$ cat src/rtl/conv1d_sequencer_if.sv
// ---------------------------------------------------------------------------
// conv1d_sequencer_if
//   Output stream of the conv1d sequencer: one 32-bit accumulator per beat.
//
//   Handshake: a beat transfers on a rising clk edge where out_valid and
//   out_ready are both high. While out_valid is high, out_data is stable and
//   out_valid stays high until the beat transfers. out_ready may be driven
//   freely by the consumer and may depend on out_valid.
//
//   Signals:
//     out_valid  source -> sink  head entry present
//     out_ready  sink -> source  consumer takes out_data this cycle
//     out_data   source -> sink  head entry (32-bit accumulator)
//
//   Modports:
//     master  the sequencer (drives valid/data)
//     slave   the consumer (drives ready)
// ---------------------------------------------------------------------------
interface conv1d_sequencer_if;
  logic        out_valid;
  logic        out_ready;
  logic [31:0] out_data;

  modport master (
    output out_valid,
    output out_data,
    input  out_ready
  );

  modport slave (
    input  out_valid,
    input  out_data,
    output out_ready
  );
endinterface

$ cat src/rtl/conv1d_sequencer.sv
// ---------------------------------------------------------------------------
// conv1d_sequencer
//   Controller in front of the conv1d CFU datapath. On start it walks
//   in_x_origin over num_outputs positions, issuing SET_ORIGIN / COMPUTE /
//   READ_ACC for each one and capturing the accumulator into a small
//   first-word-fall-through FIFO. While idle, the datapath command port is
//   handed to a host pass-through.
//
// Ports:
//   clk, reset_n           clock, synchronous active-low reset
//   host_cmd_valid/ready   host command request / forwarded this cycle
//   host_cmd/inp0/inp1     host command code, address, value
//   host_ret               datapath return value (always passed through)
//   start                  begin a sweep (only honoured in IDLE)
//   origin_start/step      signed first origin and increment (latched)
//   num_outputs            sweep length (latched); 0 gives an empty sweep
//   abort                  drop the sweep, return to IDLE, keep FIFO
//   busy, done             not-IDLE flag, one-cycle completion pulse
//   conv_cmd/inp0/inp1     command bus to the datapath
//   conv_ret               datapath return value
//   out_if                 accumulator output stream (valid/ready)
//   fifo_level             output FIFO occupancy
//   dbg_state              current FSM state encoding
// ---------------------------------------------------------------------------
module conv1d_sequencer #(
  parameter int         FIFO_DEPTH     = 4,
  parameter logic [6:0] CMD_NOP        = 7'd127,
  parameter logic [6:0] CMD_SET_ORIGIN = 7'd42,
  parameter logic [6:0] CMD_COMPUTE    = 7'd41,
  parameter logic [6:0] CMD_READ_ACC   = 7'd43
) (
  input  logic                          clk,
  input  logic                          reset_n,

  input  logic                          host_cmd_valid,
  output logic                          host_cmd_ready,
  input  logic [6:0]                    host_cmd,
  input  logic [31:0]                   host_inp0,
  input  logic [31:0]                   host_inp1,
  output logic [31:0]                   host_ret,

  input  logic                          start,
  input  logic [31:0]                   origin_start,
  input  logic [31:0]                   origin_step,
  input  logic [15:0]                   num_outputs,
  input  logic                          abort,
  output logic                          busy,
  output logic                          done,

  output logic [6:0]                    conv_cmd,
  output logic [31:0]                   conv_inp0,
  output logic [31:0]                   conv_inp1,
  input  logic [31:0]                   conv_ret,

  conv1d_sequencer_if.master            out_if,
  output logic [$clog2(FIFO_DEPTH):0]   fifo_level,
  output logic [2:0]                    dbg_state
);

  localparam int AW = $clog2(FIFO_DEPTH);

  typedef enum logic [2:0] {
    S_IDLE = 3'd0,
    S_SET  = 3'd1,
    S_COMP = 3'd2,
    S_RD   = 3'd3,
    S_CAP  = 3'd4,
    S_DONE = 3'd5
  } state_t;

  state_t state, state_nx;

  // Sweep bookkeeping
  logic [31:0] cur_origin;
  logic [31:0] step_r;
  logic [15:0] num_r;
  logic [15:0] idx;
  logic        last_output;

  // Output FIFO
  logic [31:0] mem [FIFO_DEPTH];
  logic [AW:0] wr_ptr, rd_ptr;
  logic        fifo_full, fifo_empty;
  logic        push, pop;

  assign fifo_empty = (wr_ptr == rd_ptr);
  assign fifo_full  = (wr_ptr[AW] != rd_ptr[AW]) &&
                      (wr_ptr[AW-1:0] == rd_ptr[AW-1:0]);
  assign fifo_level = wr_ptr - rd_ptr;

  assign out_if.out_valid = !fifo_empty;
  assign out_if.out_data  = mem[rd_ptr[AW-1:0]];

  assign pop = out_if.out_valid && out_if.out_ready;
  // A full FIFO still accepts the capture when the head leaves in the same
  // cycle: the freed slot is the one being written. Abort beats the push.
  assign push = (state == S_CAP) && !abort && (!fifo_full || pop);

  // idx counts completed outputs, so idx+1 is the count after this push.
  assign last_output = ((idx + 16'd1) == num_r);

  assign busy      = (state != S_IDLE);
  assign done      = (state == S_DONE);
  assign host_ret  = conv_ret;
  assign dbg_state = state;

  // ---------------------------------------------------------------------
  // FSM state register
  // ---------------------------------------------------------------------
  always_ff @(posedge clk) begin
    if (!reset_n) begin
      state <= S_IDLE;
    end else begin
      state <= state_nx;
    end
  end

  // ---------------------------------------------------------------------
  // FSM next state and datapath command drive
  // ---------------------------------------------------------------------
  always_comb begin
    state_nx       = state;
    conv_cmd       = CMD_NOP;
    conv_inp0      = 32'd0;
    conv_inp1      = 32'd0;
    host_cmd_ready = 1'b0;

    case (state)
      S_IDLE: begin
        if (start) begin
          state_nx = (num_outputs == 16'd0) ? S_DONE : S_SET;
        end else if (host_cmd_valid) begin
          conv_cmd       = host_cmd;
          conv_inp0      = host_inp0;
          conv_inp1      = host_inp1;
          host_cmd_ready = 1'b1;
        end
      end
      S_SET: begin
        conv_cmd  = CMD_SET_ORIGIN;
        conv_inp1 = cur_origin;
        state_nx  = S_COMP;
      end
      S_COMP: begin
        conv_cmd = CMD_COMPUTE;
        state_nx = S_RD;
      end
      S_RD: begin
        conv_cmd = CMD_READ_ACC;
        state_nx = S_CAP;
      end
      S_CAP: begin
        // NOP keeps conv_ret holding the registered accumulator while we
        // wait out back-pressure.
        if (push) begin
          state_nx = last_output ? S_DONE : S_SET;
        end
      end
      S_DONE: begin
        state_nx = S_IDLE;
      end
      default: begin
        state_nx = S_IDLE;
      end
    endcase

    if (abort && (state != S_IDLE)) begin
      state_nx = S_IDLE;
    end
  end

  // ---------------------------------------------------------------------
  // Sweep counters
  // ---------------------------------------------------------------------
  always_ff @(posedge clk) begin
    if (!reset_n) begin
      cur_origin <= 32'd0;
      step_r     <= 32'd0;
      num_r      <= 16'd0;
      idx        <= 16'd0;
    end else if ((state == S_IDLE) && start) begin
      cur_origin <= origin_start;
      step_r     <= origin_step;
      num_r      <= num_outputs;
      idx        <= 16'd0;
    end else if (push) begin
      idx        <= idx + 16'd1;
      cur_origin <= cur_origin + step_r;
    end
  end

  // ---------------------------------------------------------------------
  // FIFO pointers and storage
  // ---------------------------------------------------------------------
  always_ff @(posedge clk) begin
    if (!reset_n) begin
      wr_ptr <= '0;
      rd_ptr <= '0;
    end else begin
      if (push) begin
        wr_ptr <= wr_ptr + 1'b1;
      end
      if (pop) begin
        rd_ptr <= rd_ptr + 1'b1;
      end
    end
  end

  always_ff @(posedge clk) begin
    if (push) begin
      mem[wr_ptr[AW-1:0]] <= conv_ret;
    end
  end

endmodule

$ cat src/flat_wrapper.sv
// flat-port wrapper written by rule: the top's interface ports become plain ports
module conv1d_sequencer_flat 
#(
  parameter int         FIFO_DEPTH     = 4,
  parameter logic [6:0] CMD_NOP        = 7'd127,
  parameter logic [6:0] CMD_SET_ORIGIN = 7'd42,
  parameter logic [6:0] CMD_COMPUTE    = 7'd41,
  parameter logic [6:0] CMD_READ_ACC   = 7'd43
)
  (clk, reset_n, host_cmd_valid, host_cmd_ready, host_cmd, host_inp0, host_inp1, host_ret, start, origin_start, origin_step, num_outputs, abort, busy, done, conv_cmd, conv_inp0, conv_inp1, conv_ret, fifo_level, dbg_state, out_if_out_valid, out_if_out_data, out_if_out_ready);
  conv1d_sequencer_if out_if_i ();
  input  logic clk;
  input  logic reset_n;
  input  logic host_cmd_valid;
  output logic host_cmd_ready;
  input  logic [6:0] host_cmd;
  input  logic [31:0] host_inp0;
  input  logic [31:0] host_inp1;
  output logic [31:0] host_ret;
  input  logic start;
  input  logic [31:0] origin_start;
  input  logic [31:0] origin_step;
  input  logic [15:0] num_outputs;
  input  logic abort;
  output logic busy;
  output logic done;
  output logic [6:0] conv_cmd;
  output logic [31:0] conv_inp0;
  output logic [31:0] conv_inp1;
  input  logic [31:0] conv_ret;
  output logic [$clog2(FIFO_DEPTH):0] fifo_level;
  output logic [2:0] dbg_state;
  output wire logic [$bits(out_if_i.out_valid)-1:0] out_if_out_valid;
  output wire logic [$bits(out_if_i.out_data)-1:0] out_if_out_data;
  input wire logic [$bits(out_if_i.out_ready)-1:0] out_if_out_ready;
  assign out_if_out_valid = out_if_i.out_valid;
  assign out_if_out_data = out_if_i.out_data;
  assign out_if_i.out_ready = out_if_out_ready;
  conv1d_sequencer #(.FIFO_DEPTH(FIFO_DEPTH), .CMD_NOP(CMD_NOP), .CMD_SET_ORIGIN(CMD_SET_ORIGIN), .CMD_COMPUTE(CMD_COMPUTE), .CMD_READ_ACC(CMD_READ_ACC)) u_core (.clk(clk), .reset_n(reset_n), .host_cmd_valid(host_cmd_valid), .host_cmd_ready(host_cmd_ready), .host_cmd(host_cmd), .host_inp0(host_inp0), .host_inp1(host_inp1), .host_ret(host_ret), .start(start), .origin_start(origin_start), .origin_step(origin_step), .num_outputs(num_outputs), .abort(abort), .busy(busy), .done(done), .conv_cmd(conv_cmd), .conv_inp0(conv_inp0), .conv_inp1(conv_inp1), .conv_ret(conv_ret), .out_if(out_if_i), .fifo_level(fifo_level), .dbg_state(dbg_state));
endmodule
$ cat config.mk
export PLATFORM = sky130hd
export DESIGN_NAME = conv1d_sequencer_flat
export DESIGN_NICKNAME = d
export VERILOG_FILES = /design/src/rtl/conv1d_sequencer_if.sv /design/src/rtl/conv1d_sequencer.sv /design/src/flat_wrapper.sv
export SDC_FILE = /design/constraint.sdc
export NUM_CORES = 1
export LEC_CHECK = 0
export ABC_AREA = 1
export BUFFER_PORTS_ARGS = -buffer_cell sky130_fd_sc_hd__buf_2
export CAP_MARGIN = 25
export CELL_PAD_IN_SITES_DETAIL_PLACEMENT = 1
export CELL_PAD_IN_SITES_GLOBAL_PLACEMENT = 2
export CORE_MARGIN = 1
export CORE_UTILIZATION = 28
export CTS_BUF_LIST = sky130_fd_sc_hd__clkbuf_4 sky130_fd_sc_hd__clkbuf_8 sky130_fd_sc_hd__clkbuf_16
export DETAILED_ROUTE_END_ITERATION = 7
export PLACE_DENSITY = 0.83
export SYNTH_ARGS = -nofsm -noshare
export SYNTH_HDL_FRONTEND = slang
export SYNTH_SLANG_ARGS = --single-unit
$ cat constraint.sdc
create_clock -name clk -period 2.9 [get_ports clk]
set_input_delay 0.145 -clock clk [delete_from_list [all_inputs] [get_ports clk]]
set_output_delay 0.145 -clock clk [all_outputs]
set_load 0.02 [all_outputs]
# Word level (Yosys, flattened, before mapping)
# Memories as Yosys holds them, arrays and structs flattened. A register that Yosys moved wholly into a read port is not among the register bits.
# Index checks and enable logic that the tools add are counted.
[word_totals]
reg_bits = 105
ramBits = 128
word_cells = 65
n_memories = 1
[memory_table]
columns = ["name", "depth", "word_bits", "rd", "rd_clocked_by_memory_dff", "write_ports", "line_no", "rtl"]
rows = [
  ["u_core.mem", 4, 32, 1, 1, 1, "conv1d_sequencer.sv:81", "logic [31:0] mem [FIFO_DEPTH];"],
]
[classes]
n_addsub = 5
eq_ne = 11
n_mux = 23
bitwise = 1
reduce_logical = 17
[ops]
columns = ["cell", "count"]
rows = [
  ["$mux 32", 7],
  ["$pmux 32 s2", 1],
  ["$add 32x32->32", 1],
  ["$pmux 7 s4", 1],
  ["$add 16x1->16 const B", 1],
  ["$eq 16x16->1", 1],
  ["$logic_not 16->1", 1],
  ["$pmux 3 s5", 1],
  ["$mux 7", 2],
  ["$mux 3", 4],
  ["$add 3x1->3 const B", 2],
  ["$eq 3x2->1 const B", 2],
  ["$eq 3x3->1 const B", 2],
  ["$logic_and 1x1->1", 6],
  ["$mux 1", 5],
  ["$mux 2", 2],
  ["$reduce_or 2->1", 2],
  ["$eq 3x1->1 const B", 1],
  ["$eq 3x3->1", 1],
  ["$logic_not 1->1", 3],
  ["$logic_not 3->1", 1],
  ["$reduce_bool 3->1", 1],
  ["$sub 3x3->3", 1],
  ["$eq 2x2->1", 1],
  ["7 further kinds", 7],
]

# Longest topological paths before layout
[depth]
word_depth = 7
mapped_depth = 15
mapped_depth_nobuf = 15

# Least setup slack after synthesis
# No wires, ideal clock.
[synth_path]
path_kind = "register to register"
startpoint = "register u_core.wr_ptr[0]"
endpoint = "memory u_core.mem[0][0], enable pin"
setup_time_ps = 421
arrival_ps = 2765
slack_ps = -286
path_stages_with_launch = 11
n_path_buf = 1
period_less_slack_ps = 3186
cell_sequence = "dfxtp_1 -> inv_1 -> ha_1 -> nand2_1 -> inv_1 -> nand3_2 -> nand2_2 -> nand3_1 -> nand3_2 -> buf_2 -> nor2_1"
[synth_between]
elab_chain_cells = 7
[synth_lines]
columns = ["element", "line_no", "rtl"]
rows = [
  ["from (decl)", "conv1d_sequencer.sv:82", "logic [AW:0] wr_ptr, rd_ptr;"],
  ["from (signal assigned)", "conv1d_sequencer.sv:201", "wr_ptr <= wr_ptr + 1'b1;"],
  ["$eq 3x3->1", "conv1d_sequencer.sv:86", "assign fifo_empty = (wr_ptr == rd_ptr);"],
  ["$logic_not 1->1", "conv1d_sequencer.sv:91", "assign out_if.out_valid = !fifo_empty;"],
  ["net out_if_out_valid", "flat_wrapper.sv:33", "output wire logic [$bits(out_if_i.out_valid)-1:0] out_if_out_valid;"],
  ["$logic_and 1x1->1", "conv1d_sequencer.sv:94", "assign pop = out_if.out_valid && out_if.out_ready;"],
  ["$logic_or 1x1->1", "conv1d_sequencer.sv:97", "assign push = (state == S_CAP) && !abort && (!fifo_full || pop);"],
  ["$logic_and 1x1->1", "conv1d_sequencer.sv:97", ""],
  ["$mux 1", "conv1d_sequencer.sv:210", "if (push) begin"],
  ["$mux 1 (implied by the code)", "conv1d_sequencer.sv:211", "mem[wr_ptr[AW-1:0]] <= conv_ret;"],
  ["to (decl)", "conv1d_sequencer.sv:81", ""],
]
# The timed path passes the listed nets, and every way through them passes these cells.

# Final worst setup path
[layout_path]
startpoint = "register u_core.state[0], in the netlist u_core.dbg_state[0]"
endpoint = "output conv_inp0[5]"
[layout_between]
elab_chain_cells = 2
[layout_lines]
columns = ["element", "line_no", "rtl"]
rows = [
  ["from (decl)", "conv1d_sequencer.sv:71", "state_t state, state_nx;"],
  ["from (signal assigned)", "conv1d_sequencer.sv:114", "state <= state_nx;"],
  ["$logic_not 3->1", "conv1d_sequencer.sv:128", "case (state)"],
  ["$mux 32", "conv1d_sequencer.sv:128", ""],
  ["to (decl)", "flat_wrapper.sv:28", "output logic [31:0] conv_inp0;"],
]
# No other way between the ends.

==> flow_summary_export.csv <==
group,metric,value,unit
logic_synthesis,synth_area_leaders,"edfxtp_1 31%, dfxtp_1 17%, nor2_1 7.8%",
cts,post_cts_buffers,0,
logic_synthesis,synth_edf_count,128,
floorplanning,die_area,45600,um2
floorplanning,num_io_pins,334,
routing,drt_pass1_iterations,4,
placed_design,postPlaceCellArea,14700,um2
pwr,p_sw_frac,0.332,
placed_design,gp_congestion,0.892,
worst_setup_path,r2r_slack,0.50,ns
pwr,clockPowerShare,0.342,
timing,fin_skew,0.0124,ns
routing,detail_route.wirelength,44500,um
logic_synthesis,synth_top_family_by_area,"simple AND/OR/NAND/NOR gates",
cts,cts_buffers,26,
finish,area_delta_synth_final,32.6,%
finish,final_common_cell,"buf_2",
finish,drive_above_1_share,0.230,
placed_design,post-place-ws,0.455,ns
logic_synthesis,synth-simple-area-share,0.203,
timing,final-max-slew-violation-count,0,
timing,tns,0,ns
timing,finalHoldViolations,0,
routing,viasPerCell,4.80,
timing,fin_crit,2.55,ns
finish,final_cell_mix,"333 x buf_2, 257 x nor2_1, 211 x nand2_1",
routing,wl_met2,22200,um
timing,setup_ws,0.351,ns
timing,final.period_utilization,0.879,
worst_setup_path,crit_path_max_fanout,22,
logic_synthesis,synth_seq_cells,235,
logic_synthesis,synth.distinct_cells,44,
cts,cts-resized-gates,0,
floorplanning,rows,77,
logic_synthesis,synth_compound_gate_area_share,0.177,
worst_setup_path,critPathArrivalTime,2.40,ns
logic_synthesis,async_reset_ff_frac,0,
routing,dr_wl_met3,2000,um
logic_synthesis,synth_cells,1529,
global_routing,overflow,0,
placed_design,hpwl,32300,um
timing,timing.slew.headroom,0.580,
finish,final_util,0.376,
hold_path,hold_path_class,"in -> reg",
timing,rsz0062_at_grt,"false",
placed_design,place_inst,2380,
global_routing,grt_pass1_wl,68000,um
logic_synthesis,netlist.area_leader.share,0.307,
logic_synthesis,synth_warnings,0,
worst_setup_path,critPathRequiredTime,2.76,ns
floorplanning,core_area,44100,um2
worst_setup_path,startpoint_type,"register",
placed_design,portBuffers,333,
status,status,"completed",
floorplanning,die_w,214,um
routing,avgRoutedWirePerCell,17.6,um
cts,worstSkewPairLatency,0.54,ns
pwr,seqPwrFrac,0.373,
logic_synthesis,muxShareOfSynthArea,0,
cts,postCtsHoldBufs,98,
routing,dr_total_vias,12100,
cts,clock-sinks,235,
timing,whs,0.0222,ns
logic_synthesis,ys_seq_area_frac,0.478,
pwr,p_per_area,629,nW/um2
global_routing,grt_max_degree,65,
timing,finalSetupViolCount,0,
cts,htreeDepth,1,
global_routing,antenna_found_initial,3,
cts,cts_root_buf,"clkbuf_16",
cts,clk_pin_slew_worst_paths,0.06,ns
logic_synthesis,synthAdderAreaFrac,0.0421,
logic_synthesis,yosysTopAreaCell,"edfxtp_1",
routing,drt-met1-wl,19300,um
pwr,power_leakage,7.29,nW
routing,ant_nets,0,
routing,highest-signal-layer,"met5",
floorplanning,die_y,214,um
pwr,power_frac_comb,0.285,
routing,initialDrtViolationCount,480,
logic_synthesis,ys.flop_type,"edfxtp_1",
finish,fin_area,16600,um2
pwr,p_switching,3.47,mW
routing,drc,0,
finish,final_nets,2144,
worst_setup_path,path_class,"reg -> out",
logic_synthesis,avgSynthCellArea,8.19,um2
timing,max_freq,392,MHz
pwr,irDropWorstVdd,0.342,mV
flow_run,drv_cap,0,
logic_synthesis,synth_area,12500,um2
cts,cts_tree,"yes",
global_routing,track_usage,0.190,
logic_synthesis,synth_nets,1759,
timing,tightest_slew,0.630,ns
cts,clockBufferDepth,3,
finish,final_cells,2526,
global_routing,grt_pass1_vias,12600,
pwr,power,10.4,mW
logic_synthesis,synth-xor-area-share,0.0160,
worst_setup_path,cp-end-kind,"output port",
floorplanning,start_util,0.284,
pwr,p_int,6.97,mW
-- power groups by stage --
| stage | Sequential, mW | Clock [mW] | Combinational, mW |
|---|---|---|---|
| CTS | 3.89 | 3.66 | 3.01 |
| global route | 3.91 | 3.79 | 3.31 |
| floorplan | 3.90 | 0 | 1.87 |
| global placement | 3.95 | 0 | 2.85 |
| detailed placement | 3.96 | 0 | 2.89 |
| finish | 3.89 | 3.57 | 2.98 |
-- per-layer routing --
layer,GRT usage,vias to the layer above
met3,0.0267,71
li1,-,5959
met1,0.234,5790
met2,0.344,302
met5,0,-
met4,0.0532,2
-- worst paths after layout --
kind / start / endpoint / cells after the start
setup / recovery: u_core.dbg_state[0]$_SDFFE_PP0P_ / conv_inp0[5] / 10
hold / removal: num_outputs[8] / u_core.num_r[8]$_SDFFE_PN0P_ / 3
setup reg to reg: u_core.cur_origin[0]$_SDFFE_PN0P_ / u_core.cur_origin[28]$_SDFFE_PN0P_ / 11
hold reg to reg: u_core.num_r[11]$_SDFFE_PN0P_ / u_core.num_r[11]$_SDFFE_PN0P_ / 2
-- logic make-up (layout without fill, tap and decap cells) --
family	count (synthesis)	count (layout)
adders and majority gates	41	41
AOI/OAI and AO/OA	398	398
xor gates and xnor gates	18	18
buffers and inverters	234	637
other	0	2
DFF	235	235
and+or+nand+nor	603	603
-- cells in the mapped netlist, types with 9 or more instances --
cell type / number
nand4_1: 16
nor2_1: 261
clkbuf_1: 39
or2_2: 9
xor2_1: 10
nor3_1: 13
buf_2: 19
dfxtp_1: 107
nand3_1: 65
buf_4: 37
o22ai_1: 32
ha_1: 39
nand2_1: 211
edfxtp_1: 128
inv_1: 127
o21ai_0: 188
a21oi_1: 114
a22o_1: 31
-- flip-flops by register name, summed over array words and instances (netlist names), named ones only --
name,count
u_core.rd_ptr,3
u_core.idx,16
u_core.dbg_state,3
u_core.wr_ptr,3
u_core.cur_origin,32
u_core.step_r,32
u_core.num_r,16
u_core.mem,128
-- final cells by class --
type	instances	area [um2]
clock inverters	16	239
fillers	5386	27500
repair buffers	456	2910
flip-flops and latches	235	5990
multi-input cells	1060	5530
clock buffers	30	687
diodes	2	5.00
well taps	592	741
inverters	135	509
-- worst max-delay path, stage by stage (launching register included) --
cell and delay (ns):
dfxtp_1 0.31, inv_1 0.12, nand2_1 0.10, nor2_1 0.17, inv_2 0.09, buf_4 0.16, nor2_4 0.08, inv_1 0.23
buf_4 0.30, nor2_1 0.11, buf_2 0.18
(Power assumes the default switching activity.)
